--- src/rtl/vga_state_snapshot.sv ---
// Double-buffered game-state registers for the VGA controller, published on the vsync falling edge,
// plus the seconds counter. Define FRAME_COUNTER_EN to build the frame counter.
module vga_state_snapshot #(
  parameter int CLK_HZ = 25000000,
  parameter int TIME_W = 16
) (
  input  logic              iVGA_CLK,
  input  logic              iRST_n,
  input  logic              iVS,
  input  logic              wr_en,
  input  logic [3:0]        wr_addr,
  input  logic [31:0]       wr_data,
  input  logic              commit,
  output logic              commit_pending,
  output logic [31:0]       block1x,
  output logic [31:0]       block1y,
  output logic [31:0]       block2x,
  output logic [31:0]       block2y,
  output logic [31:0]       block3x,
  output logic [31:0]       block3y,
  output logic [31:0]       block4x,
  output logic [31:0]       block4y,
  output logic [31:0]       score,
  output logic [31:0]       blockType,
  output logic [31:0]       screenMode,
  output logic [TIME_W-1:0] sysTime,
  output logic [15:0]       frame_count
);

  localparam int NREG = 11;
  localparam int PW   = (CLK_HZ > 1) ? $clog2(CLK_HZ) : 1;
  localparam logic [PW-1:0] PRESC_MAX = PW'(CLK_HZ - 1);

  typedef enum logic {ST_IDLE = 1'b0, ST_PENDING = 1'b1} state_t;

  state_t             state_q, state_d;
  logic               copy_en;
  logic               vs_prev_q;
  logic               frame_edge;
  logic               clr;
  logic [31:0]        shadow_q [NREG];
  logic [31:0]        active_q [NREG];
  logic [PW-1:0]      presc_q, presc_d;
  logic [TIME_W-1:0]  time_q, time_d;

  assign frame_edge = vs_prev_q & ~iVS;
  assign clr        = wr_en && (wr_addr == 4'hF);

  always_ff @(posedge iVGA_CLK or negedge iRST_n) begin
    if (!iRST_n) begin
      state_q   <= ST_IDLE;
      vs_prev_q <= 1'b1;
    end else begin
      state_q   <= state_d;
      vs_prev_q <= iVS;
    end
  end

  // A commit arriving on the applying edge keeps the FSM pending for the next frame.
  always_comb begin
    state_d = state_q;
    copy_en = 1'b0;
    case (state_q)
      ST_IDLE: begin
        if (commit) state_d = ST_PENDING;
      end
      ST_PENDING: begin
        if (frame_edge) begin
          copy_en = 1'b1;
          if (!commit) state_d = ST_IDLE;
        end
      end
      default: state_d = ST_IDLE;
    endcase
  end

  assign commit_pending = (state_q == ST_PENDING);

  always_ff @(posedge iVGA_CLK or negedge iRST_n) begin
    if (!iRST_n) begin
      for (int i = 0; i < NREG; i++) shadow_q[i] <= '0;
    end else if (wr_en && (wr_addr < 4'd11)) begin
      shadow_q[wr_addr] <= wr_data;
    end
  end

  // Nonblocking copy takes pre-write shadow contents when a write lands on the same edge.
  always_ff @(posedge iVGA_CLK or negedge iRST_n) begin
    if (!iRST_n) begin
      for (int i = 0; i < NREG; i++) active_q[i] <= '0;
    end else if (copy_en) begin
      for (int i = 0; i < NREG; i++) active_q[i] <= shadow_q[i];
    end
  end

  always_comb begin
    presc_d = presc_q + 1'b1;
    time_d  = time_q;
    if (clr) begin
      presc_d = '0;
      time_d  = '0;
    end else if (presc_q == PRESC_MAX) begin
      presc_d = '0;
      time_d  = time_q + 1'b1;
    end
  end

  always_ff @(posedge iVGA_CLK or negedge iRST_n) begin
    if (!iRST_n) begin
      presc_q <= '0;
      time_q  <= '0;
    end else begin
      presc_q <= presc_d;
      time_q  <= time_d;
    end
  end

  assign sysTime    = time_q;
  assign block1x    = active_q[0];
  assign block1y    = active_q[1];
  assign block2x    = active_q[2];
  assign block2y    = active_q[3];
  assign block3x    = active_q[4];
  assign block3y    = active_q[5];
  assign block4x    = active_q[6];
  assign block4y    = active_q[7];
  assign score      = active_q[8];
  assign blockType  = active_q[9];
  assign screenMode = active_q[10];

`ifdef FRAME_COUNTER_EN
  logic [15:0] frame_q;

  always_ff @(posedge iVGA_CLK or negedge iRST_n) begin
    if (!iRST_n) begin
      frame_q <= '0;
    end else if (frame_edge) begin
      frame_q <= frame_q + 16'd1;
    end
  end

  assign frame_count = frame_q;
`else
  assign frame_count = '0;
`endif

endmodule

--- config.mk ---
export PLATFORM = sky130hd
export DESIGN_NAME = vga_state_snapshot
export DESIGN_NICKNAME = d
export VERILOG_FILES = /design/src/rtl/vga_state_snapshot.sv
export SDC_FILE = /design/constraint.sdc
export NUM_CORES = 1
export LEC_CHECK = 0
export ABC_AREA = 0
export BUFFER_PORTS_ARGS = -buffer_cell sky130_fd_sc_hd__buf_2
export CORE_MARGIN = 1
export CORE_UTILIZATION = 30
export CTS_CLUSTER_DIAMETER = 80
export DETAILED_ROUTE_END_ITERATION = 8
export PLACE_DENSITY = 0.52
export SYNTH_ARGS = -nofsm -noshare
export SYNTH_HDL_FRONTEND = slang
export SYNTH_SLANG_ARGS = --single-unit
--- constraint.sdc ---
create_clock -name iVGA_CLK -period 4 [get_ports iVGA_CLK]
set_clock_uncertainty 0.1 [all_clocks]
set_input_delay 0.6 -clock iVGA_CLK [delete_from_list [all_inputs] [get_ports iVGA_CLK]]
set_output_delay 0.6 -clock iVGA_CLK [all_outputs]
set_load 0.03 [all_outputs]
==> results of run 1 <==
-- timing repair --
action | CTS | global route
hold endpoints to repair | 63 | 0
buffers inserted | 0 | 0
hold buffers | 3 | 0
-- power by group --
part / internal (mW) / total [mW] / switching, mW
Sequential: 9.74 / 11.0 / 1.22
Clock: 4.54 / 7.64 / 3.09
Combinational: 2.57 / 7.03 / 4.45
-- area by class of cell --
class / count / share of cell area, %
inverter: 5 / 0.0536
sequential: 747 / 53.4
multi-input combinational: 920 / 26.8
timing repair buffer: 456 / 7.44
tap: 1254 / 4.48
antenna: 1 / 0.00715
clock inverter: 19 / 0.608
clock buffer: 129 / 7.23
-- final timing paths --
check                            startpoint       endpoint  slack (ps)  cells past startpoint
max in group asynchronous            iRST_n     block2y[1]        2160                      4
min in group asynchronous            iRST_n    block1y[25]         490                      2
worst min-delay path            wr_data[30]  shadow_q[254]         320                      2
worst max register to register   presc_q[0]     sysTime[7]        1520                      5
worst max-delay path             presc_q[0]     sysTime[7]        1520                      5
worst min register to register   presc_q[0]     presc_q[0]         360                      1
-- logic make-up (layout without fill, tap and decap cells) --
logic type / after synthesis / after routing / share of synthesized area [%]
AND/OR/NAND/NOR: 131 / 131 / 2.97
XOR/XNOR: 11 / 11 / 0.337
AO/OA/AOI/OAI: 55 / 55 / 1.26
multiplexers: 705 / 705 / 27.7
buffers and inverters: 145 / 609 / 2.23
flip-flops: 747 / 747 / 65.4
other: 1 / 17 / 0.0131
adder cells (fa/ha/maj): 2 / 2 / 0.0875
-- layer usage --
metal / GRT usage, % / routed length, um / vias to the layer above
li1: - / - / 7250
met1: 20.3 / 33300 / 8728
met2: 25.4 / 36100 / 384
met3: 4.41 / 4540 / 99
met4: 5.24 / 1870 / 0
met5: 0 / 0 / -
-- placed cells by master, fill, tap and decap left out, drive strengths merged, types with 15 or more instances in the layout --
cell / netlist / layout
or4: 18 / 18
a21oi: 15 / 15
buf: 49 / 453
mux2: 704 / 704
dfrtp: 746 / 746
clkbuf: 91 / 129
nand3: 16 / 16
nand4: 16 / 16
o31ai: 18 / 18
conb: 1 / 16
==> flow_metrics.env, run 1 <==
export IMPL_cp_cell_sequence="ha_1, and4_2, nand4_2, or4_1, a21oi_1"
export IMPL_fin_hold_ws_ps=321
export IMPL_ioPinCount=426
export IMPL_stdcell_count=3531
export IMPL_clk_pin_slew_ps=50
export IMPL_cp_end_kind="flip-flop"
export IMPL_synth_avg_cell_area_um2=15.9
export IMPL_synthCells=1797
export IMPL_largest_register="shadow_q"
export IMPL_cp_max_fo=26
export IMPL_multi_input_area_um2=9370
export IMPL_cts_buffers=84
export IMPL_peakVddDrop_uv=375
export IMPL_via_per_inst=4.66
export IMPL_crit_slowest_cell="or4_1"
export IMPL_clock_sinks=747
export IMPL_synth_seq_cells=747
export IMPL_nFillCells=9010
export IMPL_dr_total_vias=16500
export IMPL_arrival_ps=2950
export IMPL_total_power_mw=25.6
export IMPL_grt_max_degree=94
export IMPL_power_density_nw_per_um2=732
export IMPL_grt_pass1_vias=17700
export IMPL_fin_area_um2=35000
export IMPL_globalRouteOverflowTotal=0
export IMPL_slew_headroom_pct=31.1
export IMPL_final_nets=2257
export IMPL_postLayoutCoreUtil_pct=37.3
export IMPL_dp_cells=3379
export IMPL_cts_resized=0
export IMPL_fmax_mhz=403
export IMPL_ant_nets=0
export IMPL_place_port_buffers=409
export IMPL_gp_congestion=0.771
export IMPL_synth_top_area_share_pct=65.3
export IMPL_h_tree_depth=3
export IMPL_fin_setup_tns_ps=0
export IMPL_critPathTopFamily="simple AND/OR/NAND/NOR gates"
export IMPL_drtIter0Drc=652
export IMPL_timing_critical_path_buf_inv=0
export IMPL_syn_to_final_growth_pct=22.4
export IMPL_largest_reg_flops=352
export IMPL_clock_latency_ps=640
export IMPL_cts_buffer_depth=3
export IMPL_drcViolationCount=0
export IMPL_tritoncts="yes"
export IMPL_grt_pass1_wl_mm=115
export IMPL_yosysMostFrequentCell="dfrtp_1"
export IMPL_period_share_pct=62.0
export IMPL_netlist_cell_type_count=45
export IMPL_dieArea_um2=96600
export IMPL_setup_ws_ps=1520
export IMPL_required_ps=4470
export IMPL_synth_ff_type="dfrtp_1"
export IMPL_yosysTopAreaCell="dfrtp_1"
export IMPL_rsz0062_at_grt="false"
export IMPL_track_usage_pct=15.7
export IMPL_synth_edff_count=0
export IMPL_placed_cell_area_um2=32200
export IMPL_dp_hpwl_mm=50.1
export IMPL_setup_violations=0
export IMPL_async_flop_share_pct=100
export IMPL_leakagePower_nw=16.2
export IMPL_hold_class="in2reg"
export IMPL_die_w_um=311
export IMPL_ys_warn_count=0
export IMPL_num_rows=112
export IMPL_cp_slowest_stage_delay_ps=660
export IMPL_final_hold_viol_count=0
export IMPL_slew_violations=0
export IMPL_period_minus_slack_ps=2480
export IMPL_wire_per_inst_um=21.5
export IMPL_drive_gt1_share_pct=57.4
export IMPL_tightestPinTransition_ps=1030
export IMPL_synthesis_area_um2=28600
export IMPL_synth_seq_area_share_pct=65.4
export IMPL_initial_core_util_pct=30.5
export IMPL_critical_path_class="reg2reg"
export IMPL_routed_wirelength_mm=75.9
export IMPL_root_buffer="clkbuf_16"
export IMPL_synthTopCellsByCount="dfrtp_1, mux2_2, clkbuf_1, buf_1, o31ai_1"
export IMPL_dpl_worst_slack_ps=1150
export IMPL_maxCapViolations=0
export IMPL_synth_area_leaders="dfrtp_1, mux2_2, clkbuf_1, o31ai_1, buf_4"
export IMPL_die_y_um=311
export IMPL_drt_first_pass_iters=5
export IMPL_cp_start_kind="flip-flop"
export IMPL_antenna_found_initial=2
export IMPL_outcome="complete, no violations"
export IMPL_register_area_um2=18700
export IMPL_coreArea_um2=93900
Power figures use the tool's default switching activity.
==> run 2, diff against run 1 <==
Clock period 4 ns to 2.4 ns, I/O delays scaled along.
==> flow_metrics.env, run 2 (synthesis results as in run 1) <==
export IMPL_largest_reg_flops=352
export IMPL_drt_first_pass_iters=4
export IMPL_dieArea_um2=96600
export IMPL_cp_startpoint="presc_q[0]"
export IMPL_register_area_um2=18700
export IMPL_p_int_mw=28.6
export IMPL_leakagePower_nw=16.5
export IMPL_required_ps=2860
export IMPL_globalRouteOverflowTotal=0
export IMPL_slew_violations=0
export IMPL_stdcell_count=3572
export IMPL_fin_area_um2=35600
export IMPL_crit_slowest_cell="or4_1"
export IMPL_grt_pass1_wl_mm=117
export IMPL_period_share_pct=90.4
export IMPL_cp_endpoint="sysTime[13]"
export IMPL_dp_hpwl_mm=50.5
export IMPL_outcome="complete, no violations"
export IMPL_r2r_worst_path_cells=6
export IMPL_r2r_end="sysTime[13]"
export IMPL_coreArea_um2=93900
export IMPL_final_nets=2290
export IMPL_cp_slowest_stage_delay_ps=490
export IMPL_period_minus_slack_ps=2170
export IMPL_placed_cell_area_um2=32600
export IMPL_clock_sinks=747
export IMPL_gr_usage_met2_pct=26.4
export IMPL_routed_wirelength_mm=76.3
export IMPL_fmax_mhz=461
export IMPL_critical_path_class="reg2reg"
export IMPL_peakVddDrop_uv=769
export IMPL_h_tree_depth=3
export IMPL_final_hold_viol_count=0
export IMPL_track_usage_pct=15.9
export IMPL_total_power_mw=43.3
export IMPL_swShare_pct=33.9
export IMPL_wire_per_inst_um=21.4
export IMPL_cp_end_kind="flip-flop"
export IMPL_ioPinCount=426
export IMPL_rsz0062_at_grt="false"
export IMPL_use_met1_pct=19.9
export IMPL_slew_headroom_pct=56.9
export IMPL_root_buffer="clkbuf_16"
export IMPL_power_frac_seq_pct=42.3
export IMPL_cts_setup_buffers=0
export IMPL_cp_cell_sequence="ha_1, and4_2, nand4_2, buf_4, or4_1, a21oi_1"
export IMPL_grtUsageMet3_pct=4.56
export IMPL_gp_congestion=0.762
export IMPL_arrival_ps=2630
export IMPL_antenna_found_initial=8
export IMPL_nFillCells=8969
export IMPL_setup_violations=0
export IMPL_clk_pin_slew_ps=60
export IMPL_pwr_share_clk_pct=30.7
export IMPL_power_frac_comb_pct=27.0
export IMPL_ant_nets=0
export IMPL_p_switching_mw=14.7
export IMPL_grt_max_degree=70
export IMPL_cp_max_fo=26
export IMPL_largest_register="shadow_q"
export IMPL_final_cell_mix="dfrtp_1, mux2_2, buf_2, clkbuf_16, buf_4"
export IMPL_die_w_um=311
export IMPL_initial_core_util_pct=30.5
export IMPL_final_common_cell="dfrtp_1"
export IMPL_r2r_start="presc_q[0]"
export IMPL_die_y_um=311
export IMPL_hold_class="in2reg"
export IMPL_maxCapViolations=0
export IMPL_num_rows=112
export IMPL_grt_busiest_layer="met2"
export IMPL_drive_gt1_share_pct=58.4
export IMPL_cts_buffer_depth=3
export IMPL_multi_input_area_um2=9370
export IMPL_drcViolationCount=0
export IMPL_power_density_nw_per_um2=1220
export IMPL_grt_pass1_vias=18000
export IMPL_cp_start_kind="flip-flop"
export IMPL_via_per_inst=4.67
export IMPL_rrSetupSlack_ps=230
export IMPL_clock_latency_ps=640
export IMPL_dr_total_vias=16700
export IMPL_tightestPinTransition_ps=647
export IMPL_cts_buffers=86
export IMPL_drtIter0Drc=713
export IMPL_place_port_buffers=409
export IMPL_fin_hold_ws_ps=91.1
export IMPL_syn_to_final_growth_pct=24.5
export IMPL_tritoncts="yes"
export IMPL_fin_setup_tns_ps=0
export IMPL_dp_cells=3410
-- run 2: stage by stage --
step / utilization (%) / setup slack [ps]
2_1_floorplan: - / 404
3_3_place_gp: 34.8 / 296
3_5_place_dp: 34.8 / 231
4_1_cts: 37.9 / 230
5_1_grt: 37.9 / 110
6_report: 37.9 / 231
-- run 2: power groups by stage --
stage                     Clock (mW)  Combinational (mW)  Sequential, mW
after CTS                       13.7                11.9            18.4
after global routing            14.2                12.4            18.8
final                           13.3                11.7            18.3
after global placement             0                11.7            18.4
after detailed placement           0                11.9            18.6
after floorplan                    0                3.61            22.3
-- run 2: layout make-up --
class                      instances  share of cell area [%]
sequential                       747                    52.5
multi-input combinational        920                    26.3
timing repair buffer             487                    8.46
clock buffer                     119                    7.10
tap                             1254                    4.41
clock inverter                    36                    1.12
inverter                           5                  0.0527
antenna                            4                  0.0281
-- run 2: critical path, delay by kind of cell (launching register included) --
kind            cells  cell delay [ps]
buf+inv             1              220
compound gates      1              190
flops               1              360
fa+ha+maj           1              300
simple gates        3              920
-- run 2: what timing repair did --
| action | 4_1_cts | 5_1_grt |
|---|---|---|
| resized for setup | 0 | 0 |
| hold buffers | 3 | 0 |
| endpoints found under the hold margin | 37 | 0 |
-- run 2: routing by layer --
layer  vias up  routed length, um
met1      8850              32400
met3       123               4580
met2       398              37200
li1       7305                  -
met4         8               1990
met5         -                 54
-- run 2: worst min-delay path by stage --
| stage | from | end | slack (ps) | cells after the start |
|---|---|---|---|---|
| 3_5_place_dp | iRST_n | shadow_q[349] | 310 | 1 |
| 6_report | wr_data[31] | shadow_q[223] | 90 | 2 |
| 5_1_grt | wr_data[30] | shadow_q[30] | 60 | 2 |
| 2_1_floorplan | iRST_n | block1x[0] | -40 | 0 |
| 4_1_cts | wr_data[30] | shadow_q[126] | 30 | 2 |
| 3_3_place_gp | iRST_n | block3x[26] | 310 | 1 |
